**config.mk**
```make
export PLATFORM = sky130hd
export DESIGN_NAME = imm_extend_pipe
export DESIGN_NICKNAME = d
export VERILOG_FILES = /design/src/rtl/imm_extend_pipe.sv
export SDC_FILE = /design/constraint.sdc
export NUM_CORES = 1
export LEC_CHECK = 0
export CELL_PAD_IN_SITES_DETAIL_PLACEMENT = 0
export CELL_PAD_IN_SITES_GLOBAL_PLACEMENT = 2
export CORE_UTILIZATION = 34
export DETAILED_ROUTE_END_ITERATION = 8
export GPL_ROUTABILITY_DRIVEN = 1
export GPL_TIMING_DRIVEN = 0
export PLACE_DENSITY_LB_ADDON = 0.08
export SETUP_SLACK_MARGIN = 0.5
export SLEW_MARGIN = 25
export SYNTH_ARGS = -nofsm -noshare
export SYNTH_HDL_FRONTEND = slang
export SYNTH_SLANG_ARGS = --single-unit
```
**constraint.sdc**
```tcl
create_clock -name clk -period 3.1 [get_ports clk]
set_input_delay 0.62 -clock clk [delete_from_list [all_inputs] [get_ports clk]]
set_output_delay 0.62 -clock clk [all_outputs]
set_load 0.02 [all_outputs]
```
**src/rtl/imm_extend_pipe.sv**
```systemverilog
// imm_extend_pipe: registered immediate-extension stage between decode and execute.
// Widens an IMM_WIDTH immediate to DATA_WIDTH in sign / zero / upper / branch mode.
// Latency 1 cycle when empty; a 2-entry (output + skid) buffer absorbs one stall
// cycle, so a downstream stall never drops or duplicates a result.
//
// Ports:
//   clk        rising-edge clock
//   rst        asynchronous reset, active-high
//   in_valid   upstream presents immediate + mode
//   in_ready   registered; 1 when an input can be accepted this cycle
//   immediate  raw IMM_WIDTH immediate field
//   mode       00 sign, 01 zero, 10 upper, 11 branch
//   out_valid  addr/out_mode hold a valid result
//   out_ready  downstream consumes addr this cycle
//   addr       extended DATA_WIDTH result (0 when empty)
//   out_mode   mode that produced the current addr
module imm_extend_pipe #(
  parameter int DATA_WIDTH = 32,
  parameter int IMM_WIDTH  = 16,
  parameter int BR_SHIFT   = 2
) (
  input  logic                  clk,
  input  logic                  rst,
  input  logic                  in_valid,
  output logic                  in_ready,
  input  logic [IMM_WIDTH-1:0]  immediate,
  input  logic [1:0]            mode,
  output logic                  out_valid,
  input  logic                  out_ready,
  output logic [DATA_WIDTH-1:0] addr,
  output logic [1:0]            out_mode
);

  localparam int EXT_W = DATA_WIDTH - IMM_WIDTH;

  localparam logic [1:0] MODE_SIGN   = 2'b00;
  localparam logic [1:0] MODE_ZERO   = 2'b01;
  localparam logic [1:0] MODE_UPPER  = 2'b10;
  localparam logic [1:0] MODE_BRANCH = 2'b11;

  typedef enum logic [1:0] {
    ST_EMPTY = 2'b00,
    ST_FULL  = 2'b01,
    ST_SKID  = 2'b10
  } state_t;

  state_t state, state_nxt;

  // ---------------------------------------------------------------------------
  // Extension datapath (purely combinational on the input side)
  // ---------------------------------------------------------------------------
  logic [DATA_WIDTH-1:0] sext;
  logic [DATA_WIDTH-1:0] zext;
  logic [DATA_WIDTH-1:0] uext;
  logic [DATA_WIDTH-1:0] bext;
  logic [DATA_WIDTH-1:0] ext_res;

  assign sext = {{EXT_W{immediate[IMM_WIDTH-1]}}, immediate};
  assign zext = {{EXT_W{1'b0}}, immediate};
  assign uext = {immediate, {EXT_W{1'b0}}};
  // Bits pushed past the MSB simply fall off the fixed-width vector.
  assign bext = sext << BR_SHIFT;

  always_comb begin
    ext_res = sext;
    case (mode)
      MODE_SIGN:   ext_res = sext;
      MODE_ZERO:   ext_res = zext;
      MODE_UPPER:  ext_res = uext;
      MODE_BRANCH: ext_res = bext;
      default:     ext_res = sext;
    endcase
  end

  // ---------------------------------------------------------------------------
  // Handshake events
  // ---------------------------------------------------------------------------
  logic accept;
  logic take;

  assign accept = in_valid && in_ready;
  assign take   = out_valid && out_ready;

  // ---------------------------------------------------------------------------
  // Next-state and datapath control
  // ---------------------------------------------------------------------------
  logic load_out;    // output register <- freshly extended input
  logic load_skid;   // skid register   <- freshly extended input
  logic promote;     // output register <- skid register
  logic clr_out;     // output register <- 0 (pipeline drained)
  logic clr_skid;    // skid register   <- 0

  always_comb begin
    state_nxt = state;
    load_out  = 1'b0;
    load_skid = 1'b0;
    promote   = 1'b0;
    clr_out   = 1'b0;
    clr_skid  = 1'b0;
    case (state)
      ST_EMPTY: begin
        if (accept) begin
          state_nxt = ST_FULL;
          load_out  = 1'b1;
        end
      end
      ST_FULL: begin
        if (accept && take) begin
          load_out = 1'b1;
        end else if (accept) begin
          // Downstream stalled: park the new result, keep addr stable.
          state_nxt = ST_SKID;
          load_skid = 1'b1;
        end else if (take) begin
          state_nxt = ST_EMPTY;
          clr_out   = 1'b1;
        end
      end
      ST_SKID: begin
        // in_ready is 0 here, so no accept can coincide with the take.
        if (take) begin
          state_nxt = ST_FULL;
          promote   = 1'b1;
          clr_skid  = 1'b1;
        end
      end
      default: begin
        state_nxt = ST_EMPTY;
        clr_out   = 1'b1;
        clr_skid  = 1'b1;
      end
    endcase
  end

  // ---------------------------------------------------------------------------
  // State register plus registered handshake outputs
  // ---------------------------------------------------------------------------
  always_ff @(posedge clk or posedge rst) begin
    if (rst) begin
      state     <= ST_EMPTY;
      out_valid <= 1'b0;
      in_ready  <= 1'b1;
    end else begin
      state     <= state_nxt;
      out_valid <= (state_nxt != ST_EMPTY);
      // Registered ready: only the SKID state (both entries occupied) blocks input.
      in_ready  <= (state_nxt != ST_SKID);
    end
  end

  // ---------------------------------------------------------------------------
  // Output and skid registers
  // ---------------------------------------------------------------------------
  logic [DATA_WIDTH-1:0] skid_addr;
  logic [1:0]            skid_mode;

  always_ff @(posedge clk or posedge rst) begin
    if (rst) begin
      addr     <= '0;
      out_mode <= 2'b00;
    end else if (load_out) begin
      addr     <= ext_res;
      out_mode <= mode;
    end else if (promote) begin
      addr     <= skid_addr;
      out_mode <= skid_mode;
    end else if (clr_out) begin
      // Drained: force a clean zero so no stale value is visible.
      addr     <= '0;
      out_mode <= 2'b00;
    end
  end

  always_ff @(posedge clk or posedge rst) begin
    if (rst) begin
      skid_addr <= '0;
      skid_mode <= 2'b00;
    end else if (load_skid) begin
      skid_addr <= ext_res;
      skid_mode <= mode;
    end else if (clr_skid) begin
      skid_addr <= '0;
      skid_mode <= 2'b00;
    end
  end

endmodule

```
==> impl_metrics.yaml, run 1 <==
outcome:
  status: "completed"
layout:
  ff_latch_area_sq_mm: 0.00180
  diodes: 0
  layout-drive-gt1-share: 0.109
  utilization: 0.449
  syn2layout_area_growth_pct: 28.4
  num-fill-cells: 922
  final_area_sq_mm: 0.00415
  layout.nets: 384
  multi_input_area_sq_mm: 0.00121
routing:
  ant_nets: 0
  wl_per_cell_microns: 17.7
  dr.first_iter.drc_count: 104
  vias: 2604
  route.detailed.drc: 0
  first_pass_iters: 6
  drt-total-wl_microns: 8780
  via_per_inst: 5.25
grt:
  antenna_found_initial: 0
  overflow: 0
  grt_pass1_wl_microns: 14400
  grt_usage: 0.193
  grt_pass1_vias: 2672
  grt_max_degree: 48
worst_setup_path:
  crit_fanout: 10
  cp.arrival_ns: 2.31
  critPathKind: "input port to flip-flop"
  worstSetupEndpointType: "flip-flop"
  startpoint_type: "input port"
  worstPathRequired_ns: 3.30
yosys:
  yosysTopAreaCell: "dfrtp_1"
  avgSynthCellArea_sq_um: 11.0
  synthCells: 294
  async_flop_share: 1.00
  syn_nets: 316
  synth_top_area_frac: 0.550
  synth_cell_type_count: 33
  syn_area_sq_mm: 0.00323
  yosysSeqAreaShare: 0.558
  ys.flop_type: "dfrtp_1"
  synth_seq_cells: 72
  ys_warn_count: 0
  synthTopCellsByArea: "dfrtp_1 (55%), o2bb2ai_1 (8.7%), a221o_1 (5.3%)"
  synth-edff-count: 0
timing:
  finalHoldViolCount: 0
  worst_pin_slew_ns: 0.641
  fin_skew_ns: 0.00631
  max_freq_mhz: 476
  period_share: 0.678
  setup_violations: 0
  drv_slew: 0
  relSlewSlack: 0.570
  min_period_ns: 2.10
  rsz0062_at_grt: "false"
clock_tree:
  postCtsHoldBufs: 0
  cts_tree: "done"
  cts_resized: 0
  cts_setup_buffers: 0
  clk_latency_ns: 0.34
  cts.sinks: 72
  cts.reportedPaths.clkPinSlew_ns: 0.07
  clockRootBuffer: "clkbuf_8"
  cts_buffers: 9
  htree_levels: 3
  cts_buffer_depth: 2
job:
  drv_cap: 0
floorplan:
  dieArea_sq_mm: 0.00990
  num_rows: 35
  die-height_microns: 99.5
  num_io_pins: 58
  fp.dieW_microns: 99.5
  core_area_sq_mm: 0.00924
  initial_core_util: 0.350
power:
  power_w: 0.00429
  vdd_drop_max_uv: 470
  p_leak_nw: 1.81
  p_per_area_mw_per_mm2: 1030
placement:
  dp_hpwl_microns: 6330
  place_area_sq_mm: 0.00398
  numPortBuffers: 56
  gp_congestion: 0.753
hold_path:
  hp-class: "flip-flop to flip-flop"
==> through the flow <==
stage	instances	TNS [ns]	hold slack, ns	setup slack, ns
2_1_floorplan	294	0	0.457	0.657
3_3_place_gp	479	-46.09	0.471	-0.655
3_5_place_dp	480	0	0.474	0.627
4_1_cts	496	0	0.494	0.999
5_1_grt	496	0	0.502	0.832
6_report	496	0	0.492	0.997
==> critical path, stage by stage <==
cell	delay, ns
clkdlybuf4s50_1	0.53
buf_2	0.21
clkbuf_1	0.34
o21ai_0	0.16
a21oi_1	0.33
o21ai_0	0.13
==> state kept, by name, summed over array words and instances, names as in the netlist <==
| register | cells |
|---|---|
| skid_addr | 32 |
| in_ready | 1 |
| addr | 32 |
| out_valid | 1 |
| state | 2 |
| skid_mode | 2 |
| out_mode | 2 |
==> final cells by class <==
cell class,instances,share of cell area
Sequential cell,72,0.435
Multi-Input combinational cell,175,0.291
Timing Repair Buffer,57,0.142
Tap cell,129,0.0389
Buffer,29,0.0368
Clock buffer,13,0.0359
Inverter,18,0.0169
Clock inverter,3,0.00422
==> synth_stat cells, types with 3 or more instances <==
| master | instances |
|---|---|
| a221o_1 | 17 |
| inv_1 | 18 |
| o21ai_0 | 29 |
| o21ai_1 | 3 |
| a2bb2oi_1 | 13 |
| nand2_1 | 4 |
| o2bb2ai_1 | 32 |
| a22oi_1 | 16 |
| a21oi_1 | 17 |
| dfrtp_1 | 71 |
| buf_2 | 17 |
| nor2_1 | 19 |
| a22o_1 | 4 |
| nand2b_1 | 4 |
| clkbuf_1 | 7 |
==> cells by family after synthesis <==
family,after synthesis,share of synthesized area
compound gates,138,0.316
mux,1,0.00349
simple gates,35,0.0511
buf+inv,47,0.0682
xor+xnor,1,0.00271
flops,72,0.558
==> placed cells by master, fill, tap and decap left out, types with 3 or more instances in the layout <==
| cell | instances |
|---|---|
| dfrtp_1 | 71 |
| clkdlybuf4s50_1 | 56 |
| o2bb2ai_1 | 32 |
| o21ai_0 | 29 |
| nor2_1 | 19 |
| buf_2 | 17 |
| inv_1 | 17 |
| a21oi_1 | 17 |
| a221o_1 | 17 |
| a22oi_1 | 16 |
| a2bb2oi_1 | 13 |
| clkbuf_1 | 10 |
| clkbuf_8 | 10 |
| nand2_1 | 4 |
| nand2b_1 | 4 |
| a22o_1 | 4 |
| o21ai_1 | 3 |
==> power by group <==
| part | internal (W) | total, W | switching, W |
|---|---|---|---|
| Clock | 0.000311 | 0.000650 | 0.000339 |
| Sequential | 0.00138 | 0.00164 | 0.000257 |
| Combinational | 0.000918 | 0.00200 | 0.00108 |
| Total | 0.00261 | 0.00429 | 0.00167 |
==> per-layer routing <==
layer | part of all wire | GRT usage | vias up | routed length, microns
li1 | - | - | 1243 | -
met1 | 0.49 | 0.268 | 1300 | 4310
met2 | 0.46 | 0.296 | 55 | 4060
met3 | 0.038 | 0.0534 | 6 | 332
met4 | 0.0089 | 0.0498 | 0 | 78
met5 | 0 | 0 | - | 0
==> path summary, 6_finish.rpt <==
path	startpoint	to	slack, ns	depth (start not counted)
worst max-delay path	mode[0]	addr[18]$_DFFE_PP0P_	1.0	6
worst min register to register	skid_addr[21]$_DFFE_PP0P_	skid_addr[21]$_DFFE_PP0P_	0.49	1
worst min-delay path	skid_addr[21]$_DFFE_PP0P_	skid_addr[21]$_DFFE_PP0P_	0.49	1
min in group asynchronous	rst	addr[22]$_DFFE_PP0P_	0.60	2
worst max register to register	in_ready$_DFF_PP1_	skid_addr[9]$_DFFE_PP0P_	1.28	5
max in group asynchronous	rst	in_ready$_DFF_PP1_	1.90	3
No activity file was read; power rests on OpenSTA's default activity.
==> inputs of run 2 (changes only) <==
- CORE_UTILIZATION: 34 -> 30
- clock period: 3.1 -> 1.82 ns (I/O delays scaled with it)
==> impl_metrics.yaml, run 2 (synthesized netlist as in run 1, its figures left out) <==
timing:
  max_freq_mhz: 616
  worst_pin_slew_ns: 0.564
  fin_skew_ns: 0.0119
  rsz0062_at_grt: "true"
  tns_ns: 0
  relSlewSlack: 0.623
  min_period_ns: 1.62
  period_share: 0.892
  drv_slew: 0
  finalHoldViolCount: 0
  setup_violations: 0
placement:
  gp_congestion: 0.700
  place_area_sq_mm: 0.00405
  numPortBuffers: 56
  dp_hpwl_microns: 6680
floorplan:
  num_io_pins: 58
  fp.dieW_microns: 106
  initial_core_util: 0.312
  num_rows: 37
  core_area_sq_mm: 0.0104
  die-height_microns: 106
  dieArea_sq_mm: 0.0112
worst_setup_path:
  critPathKind: "flip-flop to flip-flop"
  cp_cell_sequence: "nand2_4 -> buf_6 -> buf_4 -> a211oi_1 -> a222oi_1 -> inv_1"
  worstPathRequired_ns: 2.11
  worst-path-buf-inv: 3
  cp-endpoint: "out_mode[1]$_DFFE_PP0P_"
  worstRegToRegCells: 6
  cp.arrival_ns: 1.91
  cp-startpoint: "in_ready$_DFF_PP1_"
  critPathTopFamily: "compound AO/OA/AOI/OAI gates"
  ff2ff_setup_slack_ns: 0.20
  startpoint_type: "flip-flop"
  r2r-end: "out_mode[1]$_DFFE_PP0P_"
  cpPeakStageDelay_ns: 0.57
  r2r_start: "in_ready$_DFF_PP1_"
  slowest_stage: "dfstp_2"
  cp.depth: 6
  crit_fanout: 5
  worstSetupEndpointType: "flip-flop"
clock_tree:
  clockRootBuffer: "clkbuf_8"
  cts_buffers: 9
  cts.reportedPaths.clkPinSlew_ns: 0.09
  htree_levels: 3
  clk_latency_ns: 0.35
  cts_buffer_depth: 2
  cts_tree: "done"
  postCtsHoldBufs: 0
  cts.sinks: 72
layout:
  final_common_cell: "dfrtp_1"
  diodes: 0
  syn2layout_area_growth_pct: 55.7
  num-fill-cells: 997
  layout_common_cells: "dfrtp_1 (70), buf_2 (37), buf_4 (20)"
  layout.nets: 415
  layout-drive-gt1-share: 0.452
  final_area_sq_mm: 0.00503
  multi_input_area_sq_mm: 0.00175
  ff_latch_area_sq_mm: 0.00180
  largestRegisters: "addr (32), skid_addr (32)"
routing:
  first_pass_iters: 4
  wl_per_cell_microns: 20.1
  vias: 2818
  route.detailed.drc: 0
  drt-total-wl_microns: 10700
  ant_nets: 0
  via_per_inst: 5.28
  dr.first_iter.drc_count: 100
power:
  p_leak_nw: 2.25
  switching_share: 0.403
  clockPowerShare: 0.147
  comb_power_share: 0.530
  seqPwrFrac: 0.323
  p_int_w: 0.00541
  p_per_area_mw_per_mm2: 1800
  p_sw_w: 0.00365
  vdd_drop_max_uv: 789
grt:
  overflow: 0
  antenna_found_initial: 0
  grt_max_degree: 29
  grt_pass1_vias: 2882
  grt_pass1_wl_microns: 16400
  grt_usage: 0.195
hold_path:
  hp-class: "input port to asynchronous set/reset pin"
outcome:
  status: "completed"
job:
  drv_cap: 0
## run 2: power by group through the flow
stage	sequential [W]	combinational [W]	clock [W]
after floorplan	0.00323	0.00168	0
after global placement	0.00283	0.00352	0
after detailed placement	0.00283	0.00356	0
after CTS	0.00285	0.00427	0.00135
after global routing	0.00302	0.00510	0.00142
final	0.00292	0.00480	0.00133
## run 2: metal layers
layer  global-route usage  vias up  routed length, microns
met2                0.303       66                    5130
met1                0.270     1424                    5060
met4               0.0536        0                     127
li1                     -     1318                       -
met3               0.0458       10                     396
met5                    0        -                       0
## run 2: area by class of cell
type                            instances  area share
Sequential cell                        72       0.359
Multi-Input combinational cell        177       0.348
Timing Repair Buffer                   86       0.142
Buffer                                 29      0.0622
Tap cell                              136      0.0338
Clock buffer                           11      0.0301
Inverter                               18      0.0142
Clock inverter                          5      0.0109
## run 2: worst min-delay path by stage
stage | start | end | cells after the start
floorplan | skid_addr[16]$_DFFE_PP0P_ | skid_addr[16]$_DFFE_PP0P_ | 1
global placement | skid_addr[20]$_DFFE_PP0P_ | skid_addr[20]$_DFFE_PP0P_ | 1
detailed placement | skid_addr[1]$_DFFE_PP0P_ | skid_addr[1]$_DFFE_PP0P_ | 1
CTS | rst | addr[23]$_DFFE_PP0P_ | 2
global route | rst | addr[23]$_DFFE_PP0P_ | 2
finish | rst | addr[23]$_DFFE_PP0P_ | 2
## run 2: worst reg2reg max path: cells and delay by family (launching register included)
kind                   cells  cell delay, ns
AO/OA/AOI/OAI              2            0.60
buffers and inverters      3            0.34
flip-flops                 1            0.57
AND/OR/NAND/NOR            1            0.08
## run 2: stage by stage
step	cells	util	total power [W]	hold WS (ns)	setup WS [ns]
4_1_cts	526	0.455	0.00847	0.426	0.207
3_5_place_dp	488	0.390	0.00639	0.475	-0.403
2_1_floorplan	294	-	0.00491	0.457	0.275
3_3_place_gp	486	0.386	0.00635	0.470	-0.434
5_1_grt	534	0.485	0.00954	0.449	0.132
6_report	534	0.485	0.00906	0.412	0.196
## run 2: what timing repair did
| item | in CTS | in global routing |
|---|---|---|
| setup buffers | 14 | 7 |
| endpoints found under the setup margin | 104 | 73 |
| resized for setup | 244 | 43 |
| hold endpoints to repair | 0 | 0 |
| pin swaps | 22 | 9 |
| gates cloned | 8 | 1 |
